--- src/rtl/traffic_light_controller_actuated_pkg.sv ---
// Shared definitions for the actuated traffic light controller:
// light-head encodings and the controller state type.
package tlc_pkg;

   localparam logic [1:0] LIGHT_RED    = 2'b00;
   localparam logic [1:0] LIGHT_YELLOW = 2'b01;
   localparam logic [1:0] LIGHT_GREEN  = 2'b10;
   localparam logic [1:0] LIGHT_OFF    = 2'b11;

   typedef enum logic [2:0] {
      NS_GREEN  = 3'd0,
      NS_YELLOW = 3'd1,
      ALL_RED_A = 3'd2,
      EW_GREEN  = 3'd3,
      EW_YELLOW = 3'd4,
      ALL_RED_B = 3'd5,
      FLASH     = 3'd6
   } tlc_state_t;

endpackage

--- src/rtl/traffic_light_controller_actuated_if.sv ---
// Sensor/request inputs and light-head outputs of the controller.
interface tlc_if;

   logic       ew_sensor;
   logic       ped_req;
   logic       flash_mode;
   logic [1:0] NS_light;
   logic [1:0] EW_light;
   logic       ped_walk;

   modport master (
      output ew_sensor, ped_req, flash_mode,
      input  NS_light, EW_light, ped_walk
   );

   modport slave (
      input  ew_sensor, ped_req, flash_mode,
      output NS_light, EW_light, ped_walk
   );

endinterface

--- src/rtl/traffic_light_controller_actuated_phase_timer.sv ---
// Loadable down-counter that saturates at zero; expired while the count is zero.
module tlc_phase_timer #(
   parameter int unsigned          CNT_W   = 8,
   parameter logic [CNT_W-1:0]     RST_VAL = '0
) (
   input  logic             clk,
   input  logic             rst,
   input  logic             load,
   input  logic [CNT_W-1:0] load_val,
   output logic             expired
);

   logic [CNT_W-1:0] cnt_q;

   // Count register: reset value, load on phase entry, otherwise count down to 0.
   always_ff @(posedge clk) begin
      if (!rst) begin
         cnt_q <= RST_VAL;
      end else if (load) begin
         cnt_q <= load_val;
      end else if (cnt_q != '0) begin
         cnt_q <= cnt_q - 1'b1;
      end
   end

   assign expired = (cnt_q == '0);

endmodule

--- src/rtl/traffic_light_controller_actuated.sv ---
// Sensor-actuated two-road traffic light controller. NS rests in green; EW is
// served on demand with sensor-driven green extension; night flash mode is
// entered and left only through an all-red clearance.
module traffic_light_controller_actuated
   import tlc_pkg::*;
#(
   parameter int unsigned GREEN_NS   = 8,
   parameter int unsigned GREEN_EW   = 6,
   parameter int unsigned YELLOW     = 3,
   parameter int unsigned ALL_RED    = 2,
   parameter int unsigned MAX_EXT    = 4,
   parameter int unsigned FLASH_HALF = 4,
   parameter int unsigned CNT_W      = 8
) (
   input  logic  clk,
   input  logic  rst,
   tlc_if.slave  bus
);

   localparam logic [CNT_W-1:0] T_NSG = CNT_W'(GREEN_NS - 1);
   localparam logic [CNT_W-1:0] T_EWG = CNT_W'(GREEN_EW - 1);
   localparam logic [CNT_W-1:0] T_Y   = CNT_W'(YELLOW - 1);
   localparam logic [CNT_W-1:0] T_AR  = CNT_W'(ALL_RED - 1);
   localparam logic [CNT_W-1:0] T_FH  = CNT_W'(FLASH_HALF - 1);
   localparam logic [CNT_W-1:0] X_MAX = CNT_W'(MAX_EXT);

   tlc_state_t       state_q, state_d;
   logic [CNT_W-1:0] ext_q, ext_d;
   logic             pend_q, pend_d;
   logic             walk_q, walk_d;
   logic             fph_q, fph_d;
   logic             timer_load;
   logic [CNT_W-1:0] timer_val;
   logic             expired;
   logic [1:0]       ns_dec, ew_dec;

   // The same timer paces the phases and, while in FLASH, the flash half-period.
   tlc_phase_timer #(
      .CNT_W   (CNT_W),
      .RST_VAL (T_NSG)
   ) u_timer (
      .clk      (clk),
      .rst      (rst),
      .load     (timer_load),
      .load_val (timer_val),
      .expired  (expired)
   );

   // State and bookkeeping registers.
   always_ff @(posedge clk) begin
      if (!rst) begin
         state_q <= NS_GREEN;
         ext_q   <= '0;
         pend_q  <= 1'b0;
         walk_q  <= 1'b0;
         fph_q   <= 1'b0;
      end else begin
         state_q <= state_d;
         ext_q   <= ext_d;
         pend_q  <= pend_d;
         walk_q  <= walk_d;
         fph_q   <= fph_d;
      end
   end

   // Next-state, timer reloads and pedestrian/extension/flash bookkeeping.
   always_comb begin
      state_d    = state_q;
      timer_load = 1'b0;
      timer_val  = '0;
      ext_d      = ext_q;
      pend_d     = pend_q;
      walk_d     = walk_q;
      fph_d      = fph_q;

      // A request while the walk is already showing has been served and is dropped.
      if (bus.ped_req && !(state_q == EW_GREEN && walk_q)) begin
         pend_d = 1'b1;
      end

      unique case (state_q)
         NS_GREEN: begin
            if (expired && (bus.ew_sensor || pend_q || bus.flash_mode)) begin
               state_d    = NS_YELLOW;
               timer_load = 1'b1;
               timer_val  = T_Y;
            end
         end
         NS_YELLOW: begin
            if (expired) begin
               state_d    = ALL_RED_A;
               timer_load = 1'b1;
               timer_val  = T_AR;
            end
         end
         ALL_RED_A: begin
            if (expired) begin
               timer_load = 1'b1;
               if (bus.flash_mode) begin
                  state_d   = FLASH;
                  timer_val = T_FH;
                  fph_d     = 1'b0;
               end else begin
                  // Entry edge: the latched request becomes the walk, and the
                  // clear wins over any request arriving on this same edge.
                  state_d   = EW_GREEN;
                  timer_val = T_EWG;
                  walk_d    = pend_q;
                  pend_d    = 1'b0;
                  ext_d     = '0;
               end
            end
         end
         EW_GREEN: begin
            if (expired) begin
               if (bus.ew_sensor && (ext_q < X_MAX)) begin
                  ext_d = ext_q + 1'b1;
               end else begin
                  state_d    = EW_YELLOW;
                  timer_load = 1'b1;
                  timer_val  = T_Y;
                  walk_d     = 1'b0;
               end
            end
         end
         EW_YELLOW: begin
            if (expired) begin
               state_d    = ALL_RED_B;
               timer_load = 1'b1;
               timer_val  = T_AR;
            end
         end
         ALL_RED_B: begin
            if (expired) begin
               timer_load = 1'b1;
               if (bus.flash_mode) begin
                  state_d   = FLASH;
                  timer_val = T_FH;
                  fph_d     = 1'b0;
               end else begin
                  state_d   = NS_GREEN;
                  timer_val = T_NSG;
               end
            end
         end
         FLASH: begin
            if (!bus.flash_mode) begin
               state_d    = ALL_RED_B;
               timer_load = 1'b1;
               timer_val  = T_AR;
               fph_d      = 1'b0;
            end else if (expired) begin
               fph_d      = ~fph_q;
               timer_load = 1'b1;
               timer_val  = T_FH;
            end
         end
         default: begin
            state_d    = NS_GREEN;
            timer_load = 1'b1;
            timer_val  = T_NSG;
         end
      endcase
   end

   // Moore decode of the light heads from registered state.
   always_comb begin
      ns_dec = LIGHT_RED;
      ew_dec = LIGHT_RED;
      unique case (state_q)
         NS_GREEN:  ns_dec = LIGHT_GREEN;
         NS_YELLOW: ns_dec = LIGHT_YELLOW;
         EW_GREEN:  ew_dec = LIGHT_GREEN;
         EW_YELLOW: ew_dec = LIGHT_YELLOW;
         FLASH: begin
            ns_dec = fph_q ? LIGHT_OFF : LIGHT_YELLOW;
            ew_dec = fph_q ? LIGHT_OFF : LIGHT_RED;
         end
         default: begin
            ns_dec = LIGHT_RED;
            ew_dec = LIGHT_RED;
         end
      endcase
   end

   assign bus.NS_light = ns_dec;
   assign bus.EW_light = ew_dec;
   assign bus.ped_walk = walk_q;

endmodule

--- src/flat_wrapper.sv ---
// flat-port wrapper written by rule: the top's interface ports become plain ports
module traffic_light_controller_actuated_flat import tlc_pkg::*;
#(
   parameter int unsigned GREEN_NS   = 8,
   parameter int unsigned GREEN_EW   = 6,
   parameter int unsigned YELLOW     = 3,
   parameter int unsigned ALL_RED    = 2,
   parameter int unsigned MAX_EXT    = 4,
   parameter int unsigned FLASH_HALF = 4,
   parameter int unsigned CNT_W      = 8
)
  (clk, rst, bus_ew_sensor, bus_ped_req, bus_flash_mode, bus_NS_light, bus_EW_light, bus_ped_walk);
  tlc_if bus_i ();
  input  logic clk;
  input  logic rst;
  input wire logic [$bits(bus_i.ew_sensor)-1:0] bus_ew_sensor;
  input wire logic [$bits(bus_i.ped_req)-1:0] bus_ped_req;
  input wire logic [$bits(bus_i.flash_mode)-1:0] bus_flash_mode;
  output wire logic [$bits(bus_i.NS_light)-1:0] bus_NS_light;
  output wire logic [$bits(bus_i.EW_light)-1:0] bus_EW_light;
  output wire logic [$bits(bus_i.ped_walk)-1:0] bus_ped_walk;
  assign bus_i.ew_sensor = bus_ew_sensor;
  assign bus_i.ped_req = bus_ped_req;
  assign bus_i.flash_mode = bus_flash_mode;
  assign bus_NS_light = bus_i.NS_light;
  assign bus_EW_light = bus_i.EW_light;
  assign bus_ped_walk = bus_i.ped_walk;
  traffic_light_controller_actuated #(.GREEN_NS(GREEN_NS), .GREEN_EW(GREEN_EW), .YELLOW(YELLOW), .ALL_RED(ALL_RED), .MAX_EXT(MAX_EXT), .FLASH_HALF(FLASH_HALF), .CNT_W(CNT_W)) u_core (.clk(clk), .rst(rst), .bus(bus_i));
endmodule
--- config.mk ---
export PLATFORM = sky130hd
export DESIGN_NAME = traffic_light_controller_actuated_flat
export DESIGN_NICKNAME = d
export VERILOG_FILES = /design/src/rtl/traffic_light_controller_actuated_pkg.sv /design/src/rtl/traffic_light_controller_actuated_if.sv /design/src/rtl/traffic_light_controller_actuated_phase_timer.sv /design/src/rtl/traffic_light_controller_actuated.sv /design/src/flat_wrapper.sv
export SDC_FILE = /design/constraint.sdc
export NUM_CORES = 1
export LEC_CHECK = 0
export CELL_PAD_IN_SITES_DETAIL_PLACEMENT = 1
export CELL_PAD_IN_SITES_GLOBAL_PLACEMENT = 2
export CORE_MARGIN = 2
export CORE_UTILIZATION = 39
export CTS_BUF_LIST = sky130_fd_sc_hd__clkbuf_2 sky130_fd_sc_hd__clkbuf_4 sky130_fd_sc_hd__clkbuf_8
export DETAILED_ROUTE_END_ITERATION = 10
export PLACE_DENSITY_LB_ADDON = 0.1
export SYNTH_ARGS = -nofsm -noshare
export SYNTH_HDL_FRONTEND = slang
export SYNTH_HIERARCHICAL = 1
export SYNTH_SLANG_ARGS = --single-unit
--- constraint.sdc ---
create_clock -name clk -period 3.8 [get_ports clk]
set_clock_uncertainty 0.05 [all_clocks]
set_input_delay 1.14 -clock clk [delete_from_list [all_inputs] [get_ports clk]]
set_output_delay 1.14 -clock clk [all_outputs]
set_load 0.01 [all_outputs]
# --- Yosys cells after proc, flatten, opt, wreduce, memory -nomap -nowiden ---
# Cells that the tools add are included.
# Widths: inputs -> output; s select.
op_classes:
  bitwise: 1
  add_sub_neg: 2
  n_lt_le_gt_ge: 1
  n_mux: 53
  n_reduce_logical: 20
  eq_ne: 19
op_table:
  columns: ["cell", "n"]
  rows:
  - ["$mux 8", 10]
  - ["$pmux 8 s6", 1]
  - ["$mux 3", 12]
  - ["$pmux 3 s7", 1]
  - ["$mux 1", 18]
  - ["$ne 2x1->1 const B", 8]
  - ["$pmux 8 s2", 1]
  - ["$pmux 2 s3", 2]
  - ["$mux 2", 5]
  - ["$reduce_and 5->1", 2]
  - ["$eq 3x3->1 const B", 3]
  - ["$add 8x1->8 const B", 1]
  - ["$logic_not 8->1", 1]
  - ["$lt 8x3->1 const B", 1]
  - ["$ne 2x2->1 const B", 4]
  - ["$reduce_and 8->1", 1]
  - ["$reduce_bool 8->1", 1]
  - ["$sub 8x1->8 const B", 1]
  - ["$eq 3x2->1 const B", 2]
  - ["$reduce_bool 2->1", 3]
  - ["$logic_and 1x1->1", 4]
  - ["$pmux 1 s2", 2]
  - ["$pmux 1 s4", 1]
  - ["$reduce_and 4->1", 1]
  - ["8 further kinds", 10]
word_totals:
  word_cells: 102
  in_bits: 5
  regBits: 22
  output_inout_bits: 5

# --- Logic depth before layout (Yosys ltp) ---
depth:
  word_depth: 8
  mapped_depth: 12
  depth_no_buf: 11

# --- Hierarchy ---
# Netlist, hierarchy kept.
by_module_without_submodules:
  columns: ["mod", "seq_area_each_um2", "instances", "area_each_um2", "cells_each"]
  rows:
  - ["traffic_light_controller_actuated", 280.3, 1, 917.1, 117]
  - ["tlc_phase_timer", 160.2, 1, 461.7, 55]

# --- Least setup slack after synthesis ---
# No wires, ideal clock.
synth_timing:
  path_type: "input -> register"
  start: "input port bus_flash_mode"
  end: "register u_core.u_timer.cnt_q[3]"
  arrival_time_ps: 2262
  path_stages: 9
  n_path_buf: 1
  slack_ps: 1414
  required_time_ps: 3676
  setup_time_ps: 74
  cell_sequence: "nor3_1 -> nand2_1 -> a21oi_1 -> nor3_1 -> buf_2 -> nand2b_1 -> nor3b_1 -> a31oi_1 -> o21ai_0"
synth_between:
  elab_chain_len: 5
  elab_cells_between_ends: 7
  classes_between: "mux (4); reduce/logical (3)"
synth_lines:
  columns: ["item", "line_no", "source"]
  rows:
  - ["start: declaration", "flat_wrapper.sv:18", "input wire logic [$bits(bus_i.flash_mode)-1:0] bus_flash_mode;"]
  - ["$logic_or 1x1->1", "traffic_light_controller_actuated.sv:83", "if (expired && (bus.ew_sensor || pend_q || bus.flash_mode)) begin"]
  - ["$logic_and 1x1->1", "traffic_light_controller_actuated.sv:83", null]
  - ["$mux 1", "traffic_light_controller_actuated.sv:83", null]
  - ["$pmux 1 s4 (*)", "traffic_light_controller_actuated.sv:81", "unique case (state_q)"]
  - ["net u_core.timer_load", "traffic_light_controller_actuated.sv:32", "logic timer_load;"]
  - ["$mux 8 / $reduce_bool 2->1 (equally long branches)", null, null]
  - ["end signal: assignment", "traffic_light_controller_actuated_phase_timer.sv:20", "cnt_q <= load_val;"]
  - ["end signal: assignment", "traffic_light_controller_actuated_phase_timer.sv:22", "cnt_q <= cnt_q - 1'b1;"]
  - ["end: declaration", "traffic_light_controller_actuated_phase_timer.sv:13", "logic [CNT_W-1:0] cnt_q;"]
# Mark *: on every way through the listed nets, which the timed path passes. The rest lies on a longest branch.
# A chain may end at the register's enable or synchronous reset.

# --- Final worst setup path ---
layout_timing:
  start: "register u_core.state_q[0]"
  end: "output port bus_NS_light[0]"
layout_between:
  elab_chain_len: 2
  elab_cells_between_ends: 4
  classes_between: "eq/ne (2); mux (1); reduce/logical (1)"
layout_lines:
  columns: ["item", "line_no", "source"]
  rows:
  - ["start: declaration", "traffic_light_controller_actuated.sv:27", "tlc_state_t state_q, state_d;"]
  - ["start signal: assignment", "traffic_light_controller_actuated.sv:58", "state_q <= state_d;"]
  - ["$eq 3x3->1 (tied with other cells)", "traffic_light_controller_actuated.sv:170", "unique case (state_q)"]
  - ["$pmux 2 s3 (*)", "traffic_light_controller_actuated.sv:170", null]
  - ["end: declaration", "flat_wrapper.sv:19", "output wire logic [$bits(bus_i.NS_light)-1:0] bus_NS_light;"]
# Mark *: on every way between the ends. The rest lies on a longest branch, timed or not.

==> flow_summary.ini <==
[outcome]
status = completed

[worst_setup_path]
r2r_cells = 12
end_kind = primary output
setup.worst_path.start = u_core/state_q[0]$_SDFFE_PN0P_
r2r_end = u_core/u_timer/cnt_q[3]$_SDFFE_PN0P_
r2r-start = u_core/u_timer/cnt_q[0]$_SDFFE_PN1P_
crit_fanout = 16
arrival_ps = 1990
endpoint = bus_NS_light[0]
crit_required_ps = 2610
crit_type = reg2out
r2r_setup_slack_ps = 1170
worstSetupStartpointType = flip-flop

[pwr]
combPwrFrac = 0.072
power_density_nw_per_um2 = 292
p_leak_nw = 0.578
p_int_w = 0.000356
switching_share = 0.216
p_seq_frac = 0.524
ir_drop_v = 0.000117
clkPwrFrac = 0.403
p_sw_w = 0.0000980

[sta]
hold_violations = 0
finalCritPeriodShare = 0.837
max_freq_mhz = 314
rsz0062_at_grt = false
tns_ps = 0
finalMaxSlewViolations = 0
max_slew_margin = 0.582
setup-violations-final = 0
post-route-min-period_ps = 3180
worst_pin_slew_ps = 626
setup_slack_ps = 618

[global_routing]
grt_pass1_wl_um = 5830
grt_pass1_vias = 1267
grt-ovfl-total = 0
antenna_found_initial = 0
grt_util_all_layers = 0.178
grt_start_max_net_pins = 20

[logic_synthesis]
netlist_instances = 172
synth_area_per_cell_um2 = 8.02
synth_edf_count = 0
synthAdderAreaFrac = 0.0181
synth_compound_area_frac = 0.224
ys_types = 48
syn_area_um2 = 1380
ys_ff_latch = 22
synth-main-ff-cell = dfxtp_1
synth_xor_area_frac = 0.0191
async_reset_ff_frac = 0
yosys_warnings = 6
synth_mux_area_frac = 0.0218
synth_top_family_by_area = simple AND/OR/NAND/NOR gates
seq_area_frac_synth = 0.319
synthSimpleGateAreaFrac = 0.328

[final_layout]
drive_gt1_frac = 0.0824
insertedDiodeCount = 0
fin_nets = 190
layout_commonest_cell = dfxtp_1
area_growth_pct = 12.8
final_cell_mix = dfxtp_1 (22), nand2_1 (17), a21oi_1 (16)

[min_path]
hp-class = reg2reg

[drt]
drt-total-wl_um = 3320
ant_nets = 0
drc = 0
firstDrtPassIters = 4
routed-via-count = 1237
wl_per_cell_um = 14.5
drt_iter0_drc = 69
vias_per_cell = 5.43

[clock_tree]
cts_buffers = 3
cts_resized = 0
cts_tree = built
cts_setup_buffers = 0
clk_root_buffer_cell = clkbuf_4
holdBufCountCts = 0
htreeDepth = 1
cts_buffer_depth = 2
clk_pin_slew_ps = 140
insertion_delay_ps = 310
cts.sinks = 22

[place]
dp_worst_setup_slack_ps = 477
place_congestion = 0.765
port_buffers = 9
dp_hpwl_um = 2460

[floorplanning]
fp.dieH_um = 63.5
pin_count = 10
die_area_um2 = 4030
initial_core_util = 0.410
coreArea_um2 = 3360
die_width_um = 63.5
std_cell_rows = 21

[job]
drv_cap = 0
==> synth_stat cells, types with 3 or more instances <==
| master | instances | share of area |
|---|---|---|
| nand2b_1 | 7 | 0.032 |
| nand2_1 | 17 | 0.046 |
| nor3b_1 | 3 | 0.016 |
| and3_1 | 5 | 0.023 |
| dfxtp_1 | 22 | 0.32 |
| a31oi_1 | 4 | 0.018 |
| clkbuf_1 | 3 | 0.0082 |
| nand3_1 | 5 | 0.018 |
| buf_2 | 4 | 0.015 |
| o31ai_1 | 3 | 0.016 |
| a21oi_1 | 16 | 0.058 |
| inv_1 | 8 | 0.022 |
| o21ai_0 | 9 | 0.033 |
| nor2_1 | 12 | 0.033 |
| mux2i_1 | 3 | 0.022 |
| nor3_1 | 8 | 0.029 |
| nor2b_1 | 4 | 0.018 |
==> metrics by stage <==
stage	util	instances	area, um^2	hold WS [ps]	power (W)
floorplan	-	176	1390	375	0.000264
global placement	0.447	224	1500	385	0.000275
detailed placement	0.447	224	1500	389	0.000276
CTS	0.462	228	1560	409	0.000460
global route	0.462	228	1560	430	0.000476
finish	0.462	228	1560	406	0.000454
==> worst min path at each step <==
stage / start / endpoint / slack [ps] / cells past startpoint
2_1_floorplan: u_core/ext_q[4]$_SDFFE_PN0P_ / u_core/ext_q[4]$_SDFFE_PN0P_ / 380 / 2
3_3_place_gp: u_core/ext_q[4]$_SDFFE_PN0P_ / u_core/ext_q[4]$_SDFFE_PN0P_ / 380 / 2
3_5_place_dp: u_core/ext_q[4]$_SDFFE_PN0P_ / u_core/ext_q[4]$_SDFFE_PN0P_ / 390 / 2
4_1_cts: u_core/ext_q[4]$_SDFFE_PN0P_ / u_core/ext_q[4]$_SDFFE_PN0P_ / 410 / 2
5_1_grt: u_core/ext_q[4]$_SDFFE_PN0P_ / u_core/ext_q[4]$_SDFFE_PN0P_ / 430 / 2
6_report: u_core/ext_q[4]$_SDFFE_PN0P_ / u_core/ext_q[4]$_SDFFE_PN0P_ / 410 / 2
==> final cells by class <==
cell class                      count  area (um^2)
Inverter                            8         30.0
Multi-Input combinational cell    136          862
Sequential cell                    22          440
Tap cell                           46         57.6
Clock buffer                        3         22.5
Clock inverter                      1         30.0
Timing Repair Buffer               12          113
Fill cell                         450         1810
==> critical path, cell delays in order, from the launching register on <==
cell and delay, ps:
dfxtp_1 670, inv_1 260, o21ai_0 200, clkdlybuf4s50_1 550
==> sequential cells by signal, indices dropped and copies added (netlist names) <==
| register | flops |
|---|---|
| u_core/fph_q | 1 |
| u_core/u_timer/cnt_q | 8 |
| u_core/bus.ped_walk | 1 |
| u_core/ext_q | 8 |
| u_core/pend_q | 1 |
| u_core/state_q | 3 |
==> cells by family (layout without fill, tap and decap cells) <==
family                     Yosys count  in the layout
adders and majority gates            2              2
DFF                                 22             22
buffers and inverters               18             24
AOI/OAI and AO/OA                   48             48
other                                1              5
xor gates and xnor gates             3              3
and+or+nand+nor                     75             75
muxes                                3              3
==> layer usage <==
layer,vias up,GRT usage,routed length (um),part of all wire
met3,2,0.0268,80,0.024
met1,589,0.237,1580,0.48
met2,14,0.312,1640,0.49
met5,-,0,0,0
met4,0,0.0245,18,0.0054
li1,632,-,-,-
==> power groups by stage <==
stage | logic [W] | clock network, W | registers (W)
after floorplan | 0.0000217 | 0 | 0.000242
after global placement | 0.0000320 | 0 | 0.000243
after detailed placement | 0.0000330 | 0 | 0.000243
after CTS | 0.0000332 | 0.000189 | 0.000238
after global routing | 0.0000374 | 0.000200 | 0.000239
final | 0.0000328 | 0.000183 | 0.000238
No activity file was read; power rests on OpenSTA's default activity.
